$ cat src/rtl/weights_addr_gen_pkg.sv
// -----------------------------------------------------------------------------
// weights_addr_gen_pkg
// Shared types and width helpers for the weight-address generator.
//   addr_gen_state_t : run-control FSM states (IDLE, RUN, DONE)
//   log2()           : ceiling log2, used to size counters and ports
//   addr_width()     : address port width for a given pass length
//   pass_width()     : pass-index port width, never below 1 bit
// -----------------------------------------------------------------------------
package weights_addr_gen_pkg;

  typedef enum logic [1:0] {
    IDLE = 2'd0,
    RUN  = 2'd1,
    DONE = 2'd2
  } addr_gen_state_t;

  function automatic int unsigned log2(input int unsigned v);
    int unsigned r;
    r = 0;
    for (int unsigned i = 0; i < 32; i++) begin
      if ((64'd1 << i) < 64'(v)) r = i + 1;
    end
    return r;
  endfunction

  function automatic int unsigned addr_width(input int unsigned nb_weights);
    return log2(nb_weights);
  endfunction

  function automatic int unsigned pass_width(input int unsigned nb_neurons);
    return (log2(nb_neurons) < 1) ? 1 : log2(nb_neurons);
  endfunction

endpackage

$ cat src/rtl/weights_addr_gen_wrap_counter.sv
// -----------------------------------------------------------------------------
// wrap_counter
// Counter 0..MAX that wraps back to 0 after MAX (compare is against MAX, not
// a power of two).
//   clk, rst : clock, asynchronous active-high reset
//   inc_i    : advance by one (wraps at MAX)
//   clr_i    : synchronous clear, has priority over inc_i
//   cnt_o    : current count (registered)
//   last_o   : count currently equals MAX
// -----------------------------------------------------------------------------
module wrap_counter
  import weights_addr_gen_pkg::*;
#(
  parameter int unsigned MAX = 1,
  parameter int unsigned W   = pass_width(MAX + 1)
) (
  input  logic         clk,
  input  logic         rst,
  input  logic         inc_i,
  input  logic         clr_i,
  output logic [W-1:0] cnt_o,
  output logic         last_o
);

  logic [W-1:0] r_cnt;
  logic         w_last;

  assign w_last = (r_cnt == W'(MAX));

  always_ff @(posedge clk or posedge rst) begin
    if (rst) begin
      r_cnt <= '0;
    end else if (clr_i) begin
      r_cnt <= '0;
    end else if (inc_i) begin
      r_cnt <= w_last ? '0 : r_cnt + W'(1);
    end
  end

  assign cnt_o  = r_cnt;
  assign last_o = w_last;

endmodule

$ cat src/rtl/weights_addr_gen.sv
// -----------------------------------------------------------------------------
// weights_addr_gen
// Stream initiator for the weights ROM: one start request issues NB_NEURONS
// passes of addresses 0..NB_WEIGHTS-1 over an rts/rtr handshake, framed with
// sow/eow, then pulses done_o. All outputs are registered.
//   clk, rst   : clock, asynchronous active-high reset
//   start_i    : run request, sampled only in IDLE
//   pause_i    : (WEIGHTS_ADDR_GEN_PAUSE_EN only) hold back the next beat
//   busy_o     : run in progress
//   done_o     : one-cycle pulse after the final beat is accepted
//   rtr_i      : downstream ready
//   rts_o      : address beat valid
//   sow_o      : beat is address 0 of a pass
//   eow_o      : beat is address NB_WEIGHTS-1 of a pass
//   address_o  : weight address
//   pass_o     : pass (neuron) index
// Optional feature macro: WEIGHTS_ADDR_GEN_PAUSE_EN adds pause_i.
// -----------------------------------------------------------------------------
module weights_addr_gen
  import weights_addr_gen_pkg::*;
#(
  parameter int unsigned NB_WEIGHTS = 784,
  parameter int unsigned NB_NEURONS = 100
) (
  input  logic                                clk,
  input  logic                                rst,
  input  logic                                start_i,
`ifdef WEIGHTS_ADDR_GEN_PAUSE_EN
  input  logic                                pause_i,
`endif
  output logic                                busy_o,
  output logic                                done_o,
  input  logic                                rtr_i,
  output logic                                rts_o,
  output logic                                sow_o,
  output logic                                eow_o,
  output logic [addr_width(NB_WEIGHTS)-1:0]   address_o,
  output logic [pass_width(NB_NEURONS)-1:0]   pass_o
);

  localparam int unsigned AW = addr_width(NB_WEIGHTS);
  localparam int unsigned PW = pass_width(NB_NEURONS);

  addr_gen_state_t r_state;
  logic            r_busy;
  logic            r_done;
  logic            r_rts;
  logic            r_sow;
  logic            r_eow;

  logic            w_pause;
  logic            w_start;
  logic            w_accept;
  logic            w_addr_last;
  logic            w_pass_last;
  logic            w_final;
  logic [AW-1:0]   w_addr;
  logic [PW-1:0]   w_pass;

`ifdef WEIGHTS_ADDR_GEN_PAUSE_EN
  assign w_pause = pause_i;
`else
  assign w_pause = 1'b0;
`endif

  assign w_start  = (r_state == IDLE) && start_i;
  assign w_accept = (r_state == RUN) && r_rts && rtr_i;
  assign w_final  = w_accept && w_addr_last && w_pass_last;

  // Both counters wrap on the final beat, so they are already 0 for the next
  // run; the clear on start is kept so a run always begins from 0/0.
  wrap_counter #(
    .MAX (NB_WEIGHTS - 1),
    .W   (AW)
  ) u_addr_cnt (
    .clk    (clk),
    .rst    (rst),
    .inc_i  (w_accept),
    .clr_i  (w_start),
    .cnt_o  (w_addr),
    .last_o (w_addr_last)
  );

  wrap_counter #(
    .MAX (NB_NEURONS - 1),
    .W   (PW)
  ) u_pass_cnt (
    .clk    (clk),
    .rst    (rst),
    .inc_i  (w_accept && w_addr_last),
    .clr_i  (w_start),
    .cnt_o  (w_pass),
    .last_o (w_pass_last)
  );

  always_ff @(posedge clk or posedge rst) begin
    if (rst) begin
      r_state <= IDLE;
      r_busy  <= 1'b0;
      r_done  <= 1'b0;
      r_rts   <= 1'b0;
      r_sow   <= 1'b0;
      r_eow   <= 1'b0;
    end else begin
      case (r_state)
        IDLE: begin
          if (start_i) begin
            r_state <= RUN;
            r_busy  <= 1'b1;
            r_rts   <= ~w_pause;
            r_sow   <= 1'b1;
            r_eow   <= 1'b0;
          end
        end
        RUN: begin
          if (w_final) begin
            r_state <= DONE;
            r_busy  <= 1'b0;
            r_done  <= 1'b1;
            r_rts   <= 1'b0;
            r_sow   <= 1'b0;
            r_eow   <= 1'b0;
          end else if (w_accept) begin
            // sow/eow describe the address the counter moves to on this edge
            r_rts <= ~w_pause;
            r_sow <= w_addr_last;
            r_eow <= !w_addr_last && (w_addr == AW'(NB_WEIGHTS - 2));
          end else if (!r_rts && !w_pause) begin
            r_rts <= 1'b1;
          end
        end
        DONE: begin
          r_done  <= 1'b0;
          r_state <= IDLE;
        end
        default: begin
          r_state <= IDLE;
        end
      endcase
    end
  end

  assign busy_o    = r_busy;
  assign done_o    = r_done;
  assign rts_o     = r_rts;
  assign sow_o     = r_sow;
  assign eow_o     = r_eow;
  assign address_o = w_addr;
  assign pass_o    = w_pass;

endmodule

$ cat config.mk
export PLATFORM = sky130hd
export DESIGN_NAME = weights_addr_gen
export DESIGN_NICKNAME = d
export VERILOG_FILES = /design/src/rtl/weights_addr_gen_pkg.sv /design/src/rtl/weights_addr_gen_wrap_counter.sv /design/src/rtl/weights_addr_gen.sv
export SDC_FILE = /design/constraint.sdc
export NUM_CORES = 1
export LEC_CHECK = 0
export BUFFER_PORTS_ARGS = -buffer_cell sky130_fd_sc_hd__buf_2
export CAP_MARGIN = 25
export CORE_MARGIN = 2
export CORE_UTILIZATION = 53
export CTS_CLUSTER_SIZE = 28
export DETAILED_ROUTE_END_ITERATION = 10
export PLACE_DENSITY = 0.8
export SLEW_MARGIN = 0
export SYNTH_ARGS = -nofsm -noshare
export SYNTH_HDL_FRONTEND = slang
export SYNTH_SLANG_ARGS = --single-unit
$ cat constraint.sdc
create_clock -name clk -period 1.8 [get_ports clk]
set_input_delay 0.18 -clock clk [delete_from_list [all_inputs] [get_ports clk]]
set_output_delay 0.18 -clock clk [all_outputs]
set_load 0.1 [all_outputs]
# After elaboration in Yosys (flattened, before gate mapping)
# Cells that the tools add are included.
# totals
elab_cells	58
inputBits	4
register_bits	24
output_inout_bits	22
# classes
add_sub_neg	2
n_reduce_logical	17
n_mux	23
n_eq_ne	8
# ops
op	count
10-bit 2-to-1 mux	3
7-bit 2-to-1 mux	3
10-bit == test (second input constant)	2
10-bit by 1-bit adder with 10-bit output (second input constant)	1
1-bit case mux with 2 select lines	5
1-bit 2-to-1 mux	9
2-bit nonzero test	4
7-bit by 1-bit adder with 7-bit output (second input constant)	1
7-bit == test (second input constant)	1
1-bit logical AND	6
2-bit AND reduction	3
3-bit AND reduction	2
2-bit 2-to-1 mux	2
2-bit inequality test (second input constant)	2
2-bit case mux with 2 select lines	1
3-bit inequality test (second input constant)	1
2-bit by 1-bit == test with 1-bit output (second input constant)	1
2-bit == test (second input constant)	1
2-bit logical NOT	1
1-bit logical NOT	1

# Depth between registers and ports, before layout
# depth
depth_word	7
mapped_depth	7

# Hierarchy
# A second synthesis with hierarchy kept.
# hier_totals
hier_cells	129
hier_area_um2	1318.8
# by_module_without_submodules
module	area_each_um2	instances	seq_area_each_um2	cells_per_inst
wrap_counter at u_addr_cnt	569.3	1	250.2	56
wrap_counter at u_pass_cnt	379.1	1	175.2	40
weights_addr_gen	370.4	1	175.2	33

# Worst setup path before layout
# Ideal clock, no wire load.
# synth_path
path_kind	register to register
start	register u_pass_cnt.r_cnt[0] (netlist: u_pass_cnt.cnt_o[0])
end	register u_pass_cnt.r_cnt[6] (netlist: u_pass_cnt.cnt_o[6])
path_slack_ns	-0.446
setup_ns	0.083
arrival_ns	2.163
period_less_slack_ns	2.246
stages_incl_launch_ff	6
path_cell_list	dfrtp_1 ha_1 nand3_1 or2_2 or4_1 o21ai_0
# synth_between
elab_chain_len	4
elab_cells_between_ends	5
classes_between	1 x add/sub; 1 x eq/ne; 3 x mux
# synth_lines
item	line_no	rtl
start: declaration	weights_addr_gen_wrap_counter.sv:25	logic [W-1:0] r_cnt;
start signal: assignment	weights_addr_gen_wrap_counter.sv:36	r_cnt <= w_last ? '0 : r_cnt + W'(1);
7-bit by 1-bit adder with 7-bit output or 7-bit == test (tied branches)	weights_addr_gen_wrap_counter.sv:36, weights_addr_gen_wrap_counter.sv:28	
7-bit 2-to-1 mux (*)	weights_addr_gen_wrap_counter.sv:36	
7-bit 2-to-1 mux (*)	weights_addr_gen_wrap_counter.sv:35	end else if (inc_i) begin
7-bit 2-to-1 mux (*)	weights_addr_gen_wrap_counter.sv:33	end else if (clr_i) begin
# Every way passes the cells marked *; elsewhere a longest branch is shown, timed or not. The select of a mux whose other input is x is not followed.
# A chain may end at the register's enable or synchronous reset.

# Worst setup path in the final report
# layout_path
start	register u_addr_cnt.r_cnt[4] (netlist: u_addr_cnt.cnt_o[4])
end	register r_sow (netlist: sow_o)
# layout_between
elab_chain_len	5
elab_cells_between_ends	8
classes_between	2 x eq/ne; 3 x mux; 3 x reduce/logical
# layout_lines
item	line_no	rtl
start: declaration	weights_addr_gen_wrap_counter.sv:25	
start signal: assignment	weights_addr_gen_wrap_counter.sv:36	
10-bit == test (*)	weights_addr_gen_wrap_counter.sv:28	assign w_last = (r_cnt == W'(MAX));
1-bit logical AND (2 in a row)	weights_addr_gen.sv:68	assign w_final = w_accept && w_addr_last && w_pass_last;
3-bit inequality test (no line) or 1-bit 2-to-1 mux (tied branches)	n/a	
3-bit AND reduction (no line) or 1-bit case mux with 2 select lines (tied branches)	n/a	
end signal: assignment	weights_addr_gen.sv:126	r_sow <= w_addr_last;
end: declaration	weights_addr_gen.sv:48	logic r_sow;
# Marked as above.

==> flow_metrics.py <==
metrics = {
    "worst_setup_path": {
        "path_max_fanout": 7,
        "critical_path.max_stage_delay_ns": 0.49,
        "r2r_end": "sow_o",
        "start_kind": "register",
        "path_buf_inv": 1,
        "cp_slowest_cell": "dfrtp_2",
        "crit_family": "simple AND/OR/NAND/NOR gates",
        "timing.rr.start": "u_addr_cnt.cnt_o[4]",
        "cp_cell_sequence": "nor4_4, nand4_4, buf_4, nor2_1, o21ai_0",
        "required_ns": 1.99,
        "crit_type": "register to register",
        "regToRegSetupSlack_ns": 0.13,
        "rr_worst_depth": 5,
        "arrival_ns": 1.85,
        "end_kind": "register",
    },
    "synth": {
        "syn_area_per_cell_um2": 9.98,
        "synth-async-reset-ratio": 1.00,
        "yosysUniqueCellTypes": 39,
        "ys_seq_elements": 24,
        "syn_nets": 135,
        "netlist_instances": 128,
        "synth_area_um2": 1280,
        "seq_area_frac_synth": 0.470,
        "synth_flop_cell": "dfrtp_1",
        "synth_edf_count": 0,
        "yosysWarnings": 0,
    },
    "sta": {
        "setup_violations": 0,
        "fin_crit_sh": 0.927,
        "holdWs_ns": 0.226,
        "maxSlewViolCount": 0,
        "clock_skew_ns": 0.00190,
        "rsz0062_at_grt": "false",
        "min_period_ns": 1.67,
        "slew_headroom": 0.677,
        "worst_slew_pin_slew_ns": 0.488,
        "setup_tns_ns": 0,
        "finalHoldViolCount": 0,
        "max_freq_mhz": 599,
    },
    "min_path": {
        "whs_path_depth": 3,
        "holdCritStartpoint": "start_i",
        "hold_class": "input port to register",
        "hold_end": "r_state[0]",
    },
    "final_layout": {
        "fin_cells": 189,
        "fin_util": 0.684,
        "final_cell_mix": "buf_2 (25), nor2_1 (14), dfrtp_2 (14)",
        "antenna_cells": 0,
        "layout.nets": 169,
        "final_common_cell": "buf_2",
        "drive_gt1_frac": 0.379,
        "area_growth_syn_to_layout_pct": 20.7,
    },
    "floorplan": {
        "rows": 17,
        "die_w_um": 53.1,
        "die_h_um": 53.1,
        "die-area_um2": 2820,
        "start_util": 0.567,
        "io_pins": 26,
        "coreArea_um2": 2250,
    },
    "detailed_routing": {
        "drc_errors": 0,
        "wirelength_um": 2770,
        "vias_per_cell": 5.85,
        "wire_per_inst_um": 14.6,
        "ant_nets": 0,
        "vias": 1106,
        "dr.pass1.iters": 4,
        "drtIter0Drc": 15,
    },
    "job": {
        "cap_violations": 0,
    },
    "clock_network": {
        "cts_tree": "done",
        "clockRootBuffer": "clkbuf_4",
        "cts-buffers-inserted": 3,
        "clk_pin_slew_ns": 0.12,
        "cts_max_path_buffers": 2,
        "insertion_delay_ns": 0.30,
        "htree_num_levels": 1,
        "cts_sinks": 24,
    },
    "grt": {
        "gr-usage-met3": 0.0395,
        "grt_max_degree": 25,
        "grt_pass1_vias": 981,
        "use_met1": 0.294,
        "grt_overflow": 0,
        "grt_use_total": 0.218,
        "antenna_found_initial": 0,
        "use_met2": 0.354,
        "grt_pass1_wl_um": 4480,
        "grt-busiest-layer": "met2",
    },
    "placement": {
        "place_inst": 183,
        "gp_congestion": 0.877,
        "dpl.hpwl_um": 2060,
        "numPortBuffers": 25,
    },
    "pwr": {
        "p_leak_nw": 0.645,
        "p_total_w": 0.00180,
        "power_density_nw_per_um2": 1170,
        "ir_drop_mv": 1.14,
    },
    "status": {
        "outcome": "complete, no violations",
    },
}
## what timing repair did
action | in CTS | in global routing
setup buffers | 0 | 1
hold endpoints to repair | 24 | 0
resized for setup | 0 | 1
hold buffers | 1 | 0
endpoints found under the setup margin | 0 | 3
## worst register-to-register path, cell delays in order, from the launching register on
cell and delay [ns]:
dfrtp_2 0.49, nor4_4 0.40, nand4_4 0.15, buf_4 0.18, nor2_1 0.22, o21ai_0 0.13
## routing by layer
metal  routed length, um  part of all wire  vias up
li1                    -                 -      535
met1                1280              0.46      537
met2                1360              0.49       32
met3                 109             0.039        2
met4                  16            0.0058        0
met5                   0                 0        -
## stage by stage
stage	cell area [um^2]	worst slack, ns
global placement	1500	0.163
detailed placement	1500	0.0923
floorplan	1320	0.00282
finish	1540	0.131
CTS	1530	0.0724
global route	1540	0.00526
## registers in the layout (all words and copies together), names as in the netlist
| register | flops |
|---|---|
| rts_o | 1 |
| sow_o | 1 |
| busy_o | 1 |
| r_state | 2 |
| u_pass_cnt.cnt_o | 7 |
| eow_o | 1 |
| u_addr_cnt.cnt_o | 10 |
| done_o | 1 |
## where the power goes
group,switching [W],internal (W)
Combinational,0.000656,0.000152
Clock,0.000147,0.0000862
Sequential,0.000127,0.000628
## cells by family after synthesis
group           synth area share
fa+ha+maj                 0.0294
simple gates               0.250
compound gates             0.155
flops                      0.470
mux                      0.00784
xor+xnor                  0.0480
buf+inv                   0.0402
## area by class of cell
cell class                      instances  area [um^2]
Clock buffer                            4         26.3
Fill cell                             189          713
Inverter                                5         18.8
Multi-Input combinational cell         95          641
Sequential cell                        24          633
Tap cell                               28         35.0
Timing Repair Buffer                   33          188
## cell usage after synthesis, drive strengths merged, types with 2 or more instances
cell,number,share of area
o21ai,10,0.039
nand4b,2,0.014
o31ai,4,0.024
nor2,14,0.041
inv,5,0.015
ha,3,0.029
xor2,2,0.014
xnor2,5,0.034
dfrtp,24,0.47
a211oi,4,0.024
o211ai,3,0.018
buf,4,0.025
nand4,4,0.031
a21oi,5,0.020
nand2,12,0.037
nand3,6,0.024
and2,2,0.0098
nor3b,3,0.022
## worst max path at each step
stage | start | to | slack [ns] | cells after the start
after global placement | u_addr_cnt.cnt_o[7] | u_pass_cnt.cnt_o[6] | 0.16 | 4
after floorplan | u_addr_cnt.cnt_o[6] | u_pass_cnt.cnt_o[6] | 0.003 | 4
after global routing | u_addr_cnt.cnt_o[4] | u_pass_cnt.cnt_o[3] | 0.005 | 4
final | u_addr_cnt.cnt_o[4] | sow_o | 0.13 | 5
after detailed placement | r_state[1] | u_addr_cnt.cnt_o[6] | 0.09 | 4
after CTS | r_state[1] | u_addr_cnt.cnt_o[6] | 0.07 | 4
No activity file was read; power rests on OpenSTA's default activity.
